--- config.mk ---
export PLATFORM = sky130hd
export DESIGN_NAME = circuito_exp5
export DESIGN_NICKNAME = d
export VERILOG_FILES = /design/src/rtl/circuito_exp5.sv
export SDC_FILE = /design/constraint.sdc
export NUM_CORES = 1
export LEC_CHECK = 0
export ABC_AREA = 1
export ABC_CLOCK_PERIOD_IN_PS = 2300
export CAP_MARGIN = 40
export CORE_ASPECT_RATIO = 1.1
export CORE_MARGIN = 4
export CORE_UTILIZATION = 51
export CTS_CLUSTER_DIAMETER = 80
export DETAILED_ROUTE_END_ITERATION = 7
export GPL_TIMING_DRIVEN = 0
export PLACE_DENSITY = 0.84
export SLEW_MARGIN = 10
export SYNTH_ARGS = -nofsm -noshare
export SYNTH_HDL_FRONTEND = slang
export SYNTH_SLANG_ARGS = --single-unit
--- constraint.sdc ---
create_clock -name clock -period 2.3 [get_ports clock]
set_input_delay 0.345 -clock clock [delete_from_list [all_inputs] [get_ports clock]]
set_output_delay 0.345 -clock clock [all_outputs]
set_load 0.05 [all_outputs]
--- src/rtl/circuito_exp5.sv ---
// Memory game (Genius/Simon): 16 progressive rounds against a fixed 4-bit sequence ROM.
// Optional per-move timeout enabled by defining TIMEOUT_EN; default build waits forever in espera.
module circuito_exp5 #(
    parameter int TIMEOUT_CYCLES = 5000,
    parameter int N_ROUNDS       = 16
) (
    input  logic       clock,
    input  logic       reset,
    input  logic       jogar,
    input  logic [3:0] botoes,
    output logic       ganhou,
    output logic       perdeu,
    output logic       pronto,
    output logic [3:0] leds,
    output logic       db_igual,
    output logic [6:0] db_contagem,
    output logic [6:0] db_memoria,
    output logic [6:0] db_estado,
    output logic [6:0] db_jogadafeita,
    output logic [6:0] db_sequencia,
    output logic       db_clock,
    output logic       db_iniciar,
    output logic       db_fimseq,
    output logic       db_igualseq,
    output logic       db_igualjogada,
    output logic       db_tem_jogada,
    output logic       db_timeout
);

    typedef enum logic [3:0] {
        INICIAL        = 4'h0,
        PREPARACAO     = 4'h1,
        INICIA_RODADA  = 4'h2,
        ESPERA         = 4'h3,
        REGISTRA       = 4'h4,
        COMPARACAO     = 4'h5,
        PROXIMA_JOGADA = 4'h6,
        PROXIMA_RODADA = 4'h7,
        FIM_ACERTOU    = 4'hA,
        FIM_TIMEOUT    = 4'hD,
        FIM_ERROU      = 4'hE
    } state_t;

    localparam logic [3:0] LAST_ROUND = 4'(N_ROUNDS - 1);

    if (N_ROUNDS < 1 || N_ROUNDS > 16 || TIMEOUT_CYCLES < 2) begin : g_cfg_err
        $error("circuito_exp5: unsupported parameter set");
    end

`ifdef TIMEOUT_EN
    localparam int            TW      = $clog2(TIMEOUT_CYCLES);
    localparam logic [TW-1:0] TMO_MAX = TW'(TIMEOUT_CYCLES - 1);
    logic [TW-1:0] tmo_q;
    logic          timeout_q;
`endif

    state_t     state_q;
    logic [3:0] addr_q;
    logic [3:0] round_q;
    logic [3:0] jogada_q;
    logic       botao_prev_q;
    logic       tem_jogada_q;
    logic       ganhou_q;
    logic       perdeu_q;
    logic       pronto_q;

    function automatic logic [3:0] rom_data(input logic [3:0] a);
        case (a)
            4'h0: rom_data = 4'h1;  4'h1: rom_data = 4'h2;
            4'h2: rom_data = 4'h4;  4'h3: rom_data = 4'h8;
            4'h4: rom_data = 4'h4;  4'h5: rom_data = 4'h2;
            4'h6: rom_data = 4'h1;  4'h7: rom_data = 4'h1;
            4'h8: rom_data = 4'h2;  4'h9: rom_data = 4'h2;
            4'hA: rom_data = 4'h4;  4'hB: rom_data = 4'h4;
            4'hC: rom_data = 4'h8;  4'hD: rom_data = 4'h8;
            4'hE: rom_data = 4'h1;  default: rom_data = 4'h4;
        endcase
    endfunction

    // Segments gfedcba, active-low.
    function automatic logic [6:0] hex7seg(input logic [3:0] v);
        case (v)
            4'h0: hex7seg = 7'h40;  4'h1: hex7seg = 7'h79;
            4'h2: hex7seg = 7'h24;  4'h3: hex7seg = 7'h30;
            4'h4: hex7seg = 7'h19;  4'h5: hex7seg = 7'h12;
            4'h6: hex7seg = 7'h02;  4'h7: hex7seg = 7'h78;
            4'h8: hex7seg = 7'h00;  4'h9: hex7seg = 7'h10;
            4'hA: hex7seg = 7'h08;  4'hB: hex7seg = 7'h03;
            4'hC: hex7seg = 7'h46;  4'hD: hex7seg = 7'h21;
            4'hE: hex7seg = 7'h06;  default: hex7seg = 7'h0E;
        endcase
    endfunction

    // NOTE: every register below updates with <= so all reads in this block see pre-edge values.
    always_ff @(posedge clock or negedge reset) begin
        if (!reset) begin
            state_q      <= INICIAL;
            addr_q       <= '0;
            round_q      <= '0;
            jogada_q     <= '0;
            botao_prev_q <= 1'b0;
            tem_jogada_q <= 1'b0;
            ganhou_q     <= 1'b0;
            perdeu_q     <= 1'b0;
            pronto_q     <= 1'b0;
`ifdef TIMEOUT_EN
            tmo_q        <= '0;
            timeout_q    <= 1'b0;
`endif
        end else begin
            botao_prev_q <= |botoes;
            tem_jogada_q <= (|botoes) & ~botao_prev_q;

            case (state_q)
                INICIAL: if (jogar) state_q <= PREPARACAO;
                PREPARACAO: begin
                    round_q <= '0;
                    state_q <= INICIA_RODADA;
                end
                INICIA_RODADA: begin
                    addr_q  <= '0;
`ifdef TIMEOUT_EN
                    tmo_q   <= '0;
`endif
                    state_q <= ESPERA;
                end
                ESPERA: begin
`ifdef TIMEOUT_EN
                    if (tmo_q != TMO_MAX) tmo_q <= tmo_q + TW'(1);
                    // A move detected on the timeout cycle takes priority.
                    if (tem_jogada_q) begin
                        state_q <= REGISTRA;
                    end else if (tmo_q == TMO_MAX) begin
                        state_q   <= FIM_TIMEOUT;
                        perdeu_q  <= 1'b1;
                        pronto_q  <= 1'b1;
                        timeout_q <= 1'b1;
                    end
`else
                    if (tem_jogada_q) state_q <= REGISTRA;
`endif
                end
                REGISTRA: begin
                    jogada_q <= botoes;
                    state_q  <= COMPARACAO;
                end
                COMPARACAO: begin
                    if (jogada_q != rom_data(addr_q)) begin
                        state_q  <= FIM_ERROU;
                        perdeu_q <= 1'b1;
                        pronto_q <= 1'b1;
                    end else if (addr_q == round_q) begin
                        if (round_q == LAST_ROUND) begin
                            state_q  <= FIM_ACERTOU;
                            ganhou_q <= 1'b1;
                            pronto_q <= 1'b1;
                        end else begin
                            state_q <= PROXIMA_RODADA;
                        end
                    end else begin
                        state_q <= PROXIMA_JOGADA;
                    end
                end
                PROXIMA_JOGADA: begin
                    addr_q  <= addr_q + 4'd1;
`ifdef TIMEOUT_EN
                    tmo_q   <= '0;
`endif
                    state_q <= ESPERA;
                end
                PROXIMA_RODADA: begin
                    round_q <= round_q + 4'd1;
                    state_q <= INICIA_RODADA;
                end
                FIM_ACERTOU, FIM_ERROU, FIM_TIMEOUT: begin
                    if (jogar) begin
                        state_q   <= PREPARACAO;
                        ganhou_q  <= 1'b0;
                        perdeu_q  <= 1'b0;
                        pronto_q  <= 1'b0;
`ifdef TIMEOUT_EN
                        timeout_q <= 1'b0;
`endif
                    end
                end
                default: begin
                    state_q   <= INICIAL;
                    ganhou_q  <= 1'b0;
                    perdeu_q  <= 1'b0;
                    pronto_q  <= 1'b0;
`ifdef TIMEOUT_EN
                    timeout_q <= 1'b0;
`endif
                end
            endcase
        end
    end

    assign ganhou         = ganhou_q;
    assign perdeu         = perdeu_q;
    assign pronto         = pronto_q;
    assign leds           = (state_q == ESPERA) ? botoes : 4'b0000;
    assign db_igual       = (jogada_q == rom_data(addr_q));
    assign db_igualjogada = db_igual;
    assign db_contagem    = hex7seg(addr_q);
    assign db_memoria     = hex7seg(rom_data(addr_q));
    assign db_estado      = hex7seg(state_q);
    assign db_jogadafeita = hex7seg(jogada_q);
    assign db_sequencia   = hex7seg(round_q);
    assign db_clock       = clock;
    assign db_iniciar     = jogar;
    assign db_fimseq      = (round_q == LAST_ROUND);
    assign db_igualseq    = (addr_q == round_q);
    assign db_tem_jogada  = tem_jogada_q;
`ifdef TIMEOUT_EN
    assign db_timeout     = timeout_q;
`else
    assign db_timeout     = 1'b0;
`endif

endmodule

==> flow_metrics.py, run 1 <==
metrics = {
    "run_status": {
        "status": "finished with violations",
        "violations": "setup timing",
    },
    "yosys": {
        "ys_types": 36,
        "yosysSeqAreaShare": 0.211,
        "synth_area_leaders": "dfrtp_1, ha_1, nand2_1",
        "syn-num-nets": 403,
        "ys.flop_type": "dfrtp_1",
        "yosys_warnings": 0,
        "synth-seq-cells": 21,
        "synth.top_cell.area_share": 0.211,
        "async_flop_share": 1.00,
        "netlist_area_mm2": 0.00249,
        "synth_edf_count": 0,
        "yosysTopAreaCell": "dfrtp_1",
        "netlist_instances": 364,
        "syn_area_per_cell_um2": 6.83,
    },
    "sta": {
        "finalCriticalPeriod_ns": 2.67,
        "finalHoldViolations": 0,
        "whs_ns": 0.241,
        "rsz0062_at_grt": "yes",
        "worstMarginPinSlew_ns": 0.503,
        "final.setup.tns_ns": -2.37,
        "drv_slew": 0,
        "fin_ws_ns": -0.369,
        "fin_crit_sh": 1.16,
        "relSlewSlack": 0.664,
        "finalSetupViolations": 11,
        "skew_ns": 0.00219,
        "max_freq_mhz": 375,
    },
    "final_layout": {
        "drive_gt1_frac": 0.439,
        "layout.nets": 507,
        "antenna_cells": 0,
        "area_delta_synth_final_pct": 54.8,
        "utilization": 0.821,
    },
    "detailed_routing": {
        "vias_per_cell": 5.69,
        "wl_mm": 8.68,
        "drtAntennaViolNets": 0,
        "drc": 0,
        "wl_met1_mm": 3.15,
        "dr.first_iter.drc_count": 211,
        "wl_met2_mm": 4.60,
        "firstDrtPassIters": 5,
        "wl_met3_um": 575,
        "vias": 2976,
        "routedWlPerCell_um": 16.6,
        "top_layer": "met4",
    },
    "placement": {
        "dp_hpwl_mm": 4.98,
        "gp_congestion": 0.934,
        "dp_slack_ns": -0.828,
        "portBuffers": 55,
    },
    "floorplan": {
        "initial_utilization": 0.531,
        "die_h_um": 81.2,
        "core_mm2": 0.00468,
        "ios": 57,
        "dieWidth_um": 74.6,
        "dieArea_mm2": 0.00606,
        "std_cell_rows": 26,
    },
    "worst_setup_path": {
        "worstPathRequired_ns": 1.96,
        "cp.arrival_ns": 2.32,
        "crit_path_start_kind": "register",
        "critPathKind": "register to primary output",
        "crit_path_end_kind": "primary output",
        "crit_fanout": 6,
        "slowest_delay_ns": 0.49,
        "crit_path_cell_trace": "ha_4 > inv_4 > nand2_4 > nand2_4 > clkinvlp_4 > buf_4 > o211ai_1 > o31ai_4 > buf_6",
        "cp_common_cell": "nand2_4",
        "cpMaxStageDelayCell": "dfrtp_2",
    },
    "grt": {
        "antenna_found_initial": 0,
        "grt_pass1_wl_mm": 13.0,
        "grt_max_degree": 18,
        "grt_pass1_vias": 2923,
        "grt_overflow": 0,
        "grt_use_total": 0.269,
    },
    "clocking": {
        "cts_tree": "yes",
        "worstSkewPairLatency_ns": 0.37,
        "holdBufCountCts": 0,
        "clkTransAtPathRegs_ns": 0.08,
    },
    "flow_run": {
        "max-cap-violations": 0,
    },
    "hold_path": {
        "hold_class": "input port to asynchronous set/reset pin",
    },
}
[area by class of cell]
type	instances	area (µm²)
plain buffers	16	123
clock buffers	7	91.3
repair buffers	95	848
fillers	295	837
clock inverters	1	5.00
flip-flops and latches	21	536
multi-input cells	273	1940
well taps	56	70.1
inverters	54	238
[cell usage after synthesis, types with 3 or more instances]
master    number
ha_1          32
o21ai_0       28
dfrtp_1       21
nor2_1        23
inv_2         11
buf_6          3
nand3_1       24
nand4_1        5
inv_1         42
nand2_1       80
a21oi_1       24
nor2_4         4
nand3_2        4
o21ai_1        3
xor2_1         4
o211ai_1       8
buf_4          4
clkbuf_1       4
nand2_2       10
buf_2          4
o31ai_1        5
[critical path, delay by kind of cell (launching register included)]
kind                     cells  cell delay [ns]
adder cells (fa/ha/maj)      1             0.20
flip-flops                   1             0.49
buffers and inverters        4             0.66
AND/OR/NAND/NOR              2             0.16
AO/OA/AOI/OAI                2             0.44
[sequential cells by signal, summed over array words and instances, names as in the netlist]
name	flops
pronto	1
botao_prev_q	1
ganhou	1
perdeu	1
addr_q	4
jogada_q	4
round_q	4
state_q	4
db_tem_jogada	1
[final timing paths]
path                                        start                       to  slack [ns]  depth (start not counted)
setup / recovery            addr_q[0]$_DFFE_PN0P_            db_memoria[1]       -0.37                          9
hold / removal                              reset   round_q[0]$_DFFE_PN0P_        0.24                          1
setup reg to reg            addr_q[0]$_DFFE_PN0P_   state_q[3]$_DFFE_PN0P_        0.33                         16
hold reg to reg            botao_prev_q$_DFF_PN0_  db_tem_jogada$_DFF_PN0_        0.40                          1
max in group asynchronous                   reset    addr_q[1]$_DFFE_PN0P_        1.65                          2
min in group clock         botao_prev_q$_DFF_PN0_  db_tem_jogada$_DFF_PN0_        0.40                          1
[placed cells by master, fill, tap and decap left out, types with 4 or more instances in the layout]
cell type        instances
nand2_1                 70
buf_4                   40
inv_1                   31
o21ai_0                 23
nor2_1                  22
nand3_1                 20
a21oi_1                 20
ha_1                    18
buf_6                   17
nand2_2                 15
buf_2                   14
inv_2                   14
dfrtp_1                 13
clkdlybuf4s15_2         12
clkdlybuf4s50_1         11
ha_4                     9
o211ai_1                 8
clkbuf_2                 8
dfrtp_2                  8
nand3_2                  7
nand2_4                  6
o21ai_2                  6
clkbuf_8                 6
nand4_1                  5
ha_2                     5
inv_4                    4
nor2_4                   4
o31ai_2                  4
a21oi_2                  4
xor2_1                   4
[kinds of logic after synthesis]
group,count (synthesis),synth area share
flops,21,0.211
fa+ha+maj,32,0.161
simple gates,156,0.295
other cells,1,0.00151
compound gates,80,0.189
buf+inv,70,0.128
xor+xnor,4,0.0141
[routing by layer]
metal / track usage / up-vias
met4: 0.148 / 0
met1: 0.290 / 1370
met3: 0.0470 / 41
met5: 0 / -
met2: 0.486 / 168
li1: - / 1397
[what timing repair did]
item                                    4_1_cts  5_1_grt
endpoints found under the setup margin       44       37
endpoints found under the hold margin         0        0
pin swaps                                    20        9
setup buffers                                28       12
resized for setup                           245       61
[stage by stage]
step,cell area [µm²],std cells
after floorplan,2540,364
after global routing,3850,523
after global placement,3160,475
after detailed placement,3190,476
after CTS,3740,511
final,3850,523
Power of run 1 is left out: the tool's default activity adds up to more than one toggle a clock period on the data nets, which glitch-free logic cannot reach.
==> run 2, diff against run 1 <==
--- a/config.mk
+++ b/config.mk
@@ -5,16 +5,16 @@
 export SDC_FILE = /design/constraint.sdc
 export NUM_CORES = 1
 export LEC_CHECK = 0
-export ABC_AREA = 1
 export ABC_CLOCK_PERIOD_IN_PS = 2300
 export CAP_MARGIN = 40
 export CORE_ASPECT_RATIO = 1.1
 export CORE_MARGIN = 4
-export CORE_UTILIZATION = 51
+export CORE_UTILIZATION = 52
 export CTS_CLUSTER_DIAMETER = 80
 export DETAILED_ROUTE_END_ITERATION = 7
 export GPL_TIMING_DRIVEN = 0
-export PLACE_DENSITY = 0.84
+export HOLD_SLACK_MARGIN = 0.02
+export PLACE_DENSITY = 0.85
 export SLEW_MARGIN = 10
 export SYNTH_ARGS = -nofsm -noshare
 export SYNTH_HDL_FRONTEND = slang
==> flow_metrics.py, run 2 <==
metrics = {
    "clocking": {
        "holdBufCountCts": 0,
        "cts_tree": "yes",
        "worstSkewPairLatency_ns": 0.37,
        "clkTransAtPathRegs_ns": 0.08,
    },
    "grt": {
        "antenna_found_initial": 0,
        "grt_max_degree": 18,
        "grt_pass1_vias": 2698,
        "grt_use_total": 0.270,
        "grt_pass1_wl_mm": 12.7,
        "grt_overflow": 0,
    },
    "yosys": {
        "netlist_area_mm2": 0.00251,
        "synth_top_family_by_area": "compound AO/OA/AOI/OAI gates",
        "syn-num-nets": 349,
        "yosysSeqAreaShare": 0.209,
        "synth.top_cell.area_share": 0.209,
        "yosysTopAreaCell": "dfrtp_1",
        "synth_edf_count": 0,
        "synth_area_leaders": "dfrtp_1, ha_1, mux2i_1",
        "yosys_warnings": 0,
        "syn_area_per_cell_um2": 8.11,
        "yosys-mux-area-fraction": 0.118,
        "synth-seq-cells": 21,
        "synthXorXnorAreaFrac": 0.0239,
        "netlist_instances": 310,
        "yosysMostFrequentCell": "ha_1",
        "ys.flop_type": "dfrtp_1",
        "synth_compound_area_frac": 0.209,
        "async_flop_share": 1.00,
        "ys_types": 62,
        "synthAdderAreaFrac": 0.159,
        "synthSimpleGateAreaFrac": 0.193,
        "synthTopCellsByCount": "ha_1, nand2_1, o21ai_0, dfrtp_1, a21oi_1",
    },
    "worst_setup_path": {
        "crit_path_end_kind": "primary output",
        "worstPathRequired_ns": 1.96,
        "critPathKind": "register to primary output",
        "crit_fanout": 4,
        "cp.arrival_ns": 2.53,
        "crit_path_start_kind": "register",
    },
    "detailed_routing": {
        "vias": 2816,
        "wl_mm": 8.56,
        "firstDrtPassIters": 6,
        "vias_per_cell": 6.00,
        "drc": 0,
        "routedWlPerCell_um": 18.2,
        "drtAntennaViolNets": 0,
        "dr.first_iter.drc_count": 163,
    },
    "floorplan": {
        "core_mm2": 0.00465,
        "ios": 57,
        "std_cell_rows": 26,
        "dieWidth_um": 74.3,
        "dieArea_mm2": 0.00601,
        "die_h_um": 80.9,
        "initial_utilization": 0.540,
    },
    "final_layout": {
        "antenna_cells": 0,
        "mostFrequentLayoutCell": "buf_4",
        "design_area_mm2": 0.00406,
        "layout_common_cells": "buf_4, nand2_1, ha_1",
        "drive_gt1_frac": 0.489,
        "area_delta_synth_final_pct": 61.4,
        "layout.nets": 453,
    },
    "sta": {
        "rsz0062_at_grt": "yes",
        "finalHoldViolations": 0,
        "drv_slew": 0,
        "finalSetupViolations": 11,
        "worstMarginPinSlew_ns": 0.509,
        "skew_ns": 0.00671,
        "finalCriticalPeriod_ns": 2.88,
        "fin_crit_sh": 1.25,
        "fin_ws_ns": -0.578,
        "max_freq_mhz": 347,
        "relSlewSlack": 0.660,
    },
    "placement": {
        "gp_congestion": 0.834,
        "dp_hpwl_mm": 4.94,
        "dp_slack_ns": -1.06,
        "dpl-instance-area_mm2": 0.00338,
        "portBuffers": 55,
    },
    "run_status": {
        "violations": "setup timing",
        "status": "finished with violations",
    },
    "flow_run": {
        "max-cap-violations": 0,
    },
    "hold_path": {
        "hold_class": "input port to asynchronous set/reset pin",
    },
}
[run 2: cells by family after synthesis]
family	Yosys count
simple gates	96
compound gates	83
flops	21
other cells	1
mux	25
xor+xnor	6
buf+inv	46
fa+ha+maj	32
[run 2: timing repair]
item                                    4_1_cts  5_1_grt
pin swaps                                    10        7
resized for setup                           259       68
gates cloned                                  0        0
buffers inserted                             28       17
endpoints found under the setup margin       47       43
[run 2: path summary, 6_finish.rpt]
path	startpoint	to	slack, ns	cells past startpoint
max	addr_q[0]$_DFFE_PN0P_	db_memoria[3]	-0.58	11
min	reset	db_tem_jogada$_DFF_PN0_	0.24	1
max reg2reg	addr_q[1]$_DFFE_PN0P_	state_q[0]$_DFFE_PN0P_	0.02	10
min reg2reg	botao_prev_q$_DFF_PN0_	db_tem_jogada$_DFF_PN0_	0.40	1
max in group asynchronous	reset	addr_q[0]$_DFFE_PN0P_	1.65	2
min in group clock	botao_prev_q$_DFF_PN0_	db_tem_jogada$_DFF_PN0_	0.40	1
[run 2: per-layer routing]
| metal | part of all wire | track usage | vias up | routed length, µm |
|---|---|---|---|---|
| met2 | 0.55 | 0.496 | 123 | 4670 |
| met4 | 0.036 | 0.116 | 0 | 310 |
| met1 | 0.38 | 0.317 | 1359 | 3220 |
| met5 | 0 | 0 | - | 0 |
| li1 | - | - | 1300 | - |
| met3 | 0.042 | 0.0223 | 34 | 361 |
[run 2: through the flow]
| stage | utilization | std cells | hold WS (ns) | setup TNS (ns) |
|---|---|---|---|---|
| after floorplan | - | 310 | 0.0494 | -1.49 |
| after global placement | 0.721 | 421 | 0.382 | -14.31 |
| after detailed placement | 0.727 | 422 | 0.397 | -15.56 |
| after CTS | 0.828 | 453 | 0.246 | -4.36 |
| after global routing | 0.872 | 469 | 0.232 | -5.76 |
| final | 0.872 | 469 | 0.239 | -4.83 |
[run 2: worst max-delay path, stage by stage (launching register included)]
cell	delay, ns
dfrtp_2	0.47
buf_8	0.15
clkinv_8	0.05
ha_4	0.11
or3b_4	0.38
o21ai_4	0.12
buf_4	0.17
buf_12	0.10
ha_4	0.18
mux2i_2	0.09
a21oi_2	0.16
buf_6	0.18
[run 2: area by class of cell]
| class | count | area (µm²) |
|---|---|---|
| inverters | 20 | 108 |
| clock inverters | 1 | 7.51 |
| repair buffers | 100 | 892 |
| multi-input cells | 243 | 2190 |
| well taps | 56 | 70.1 |
| fillers | 245 | 596 |
| clock buffers | 7 | 91.3 |
| flip-flops and latches | 21 | 534 |
| plain buffers | 21 | 168 |
Power of run 2 is left out for the same reason.
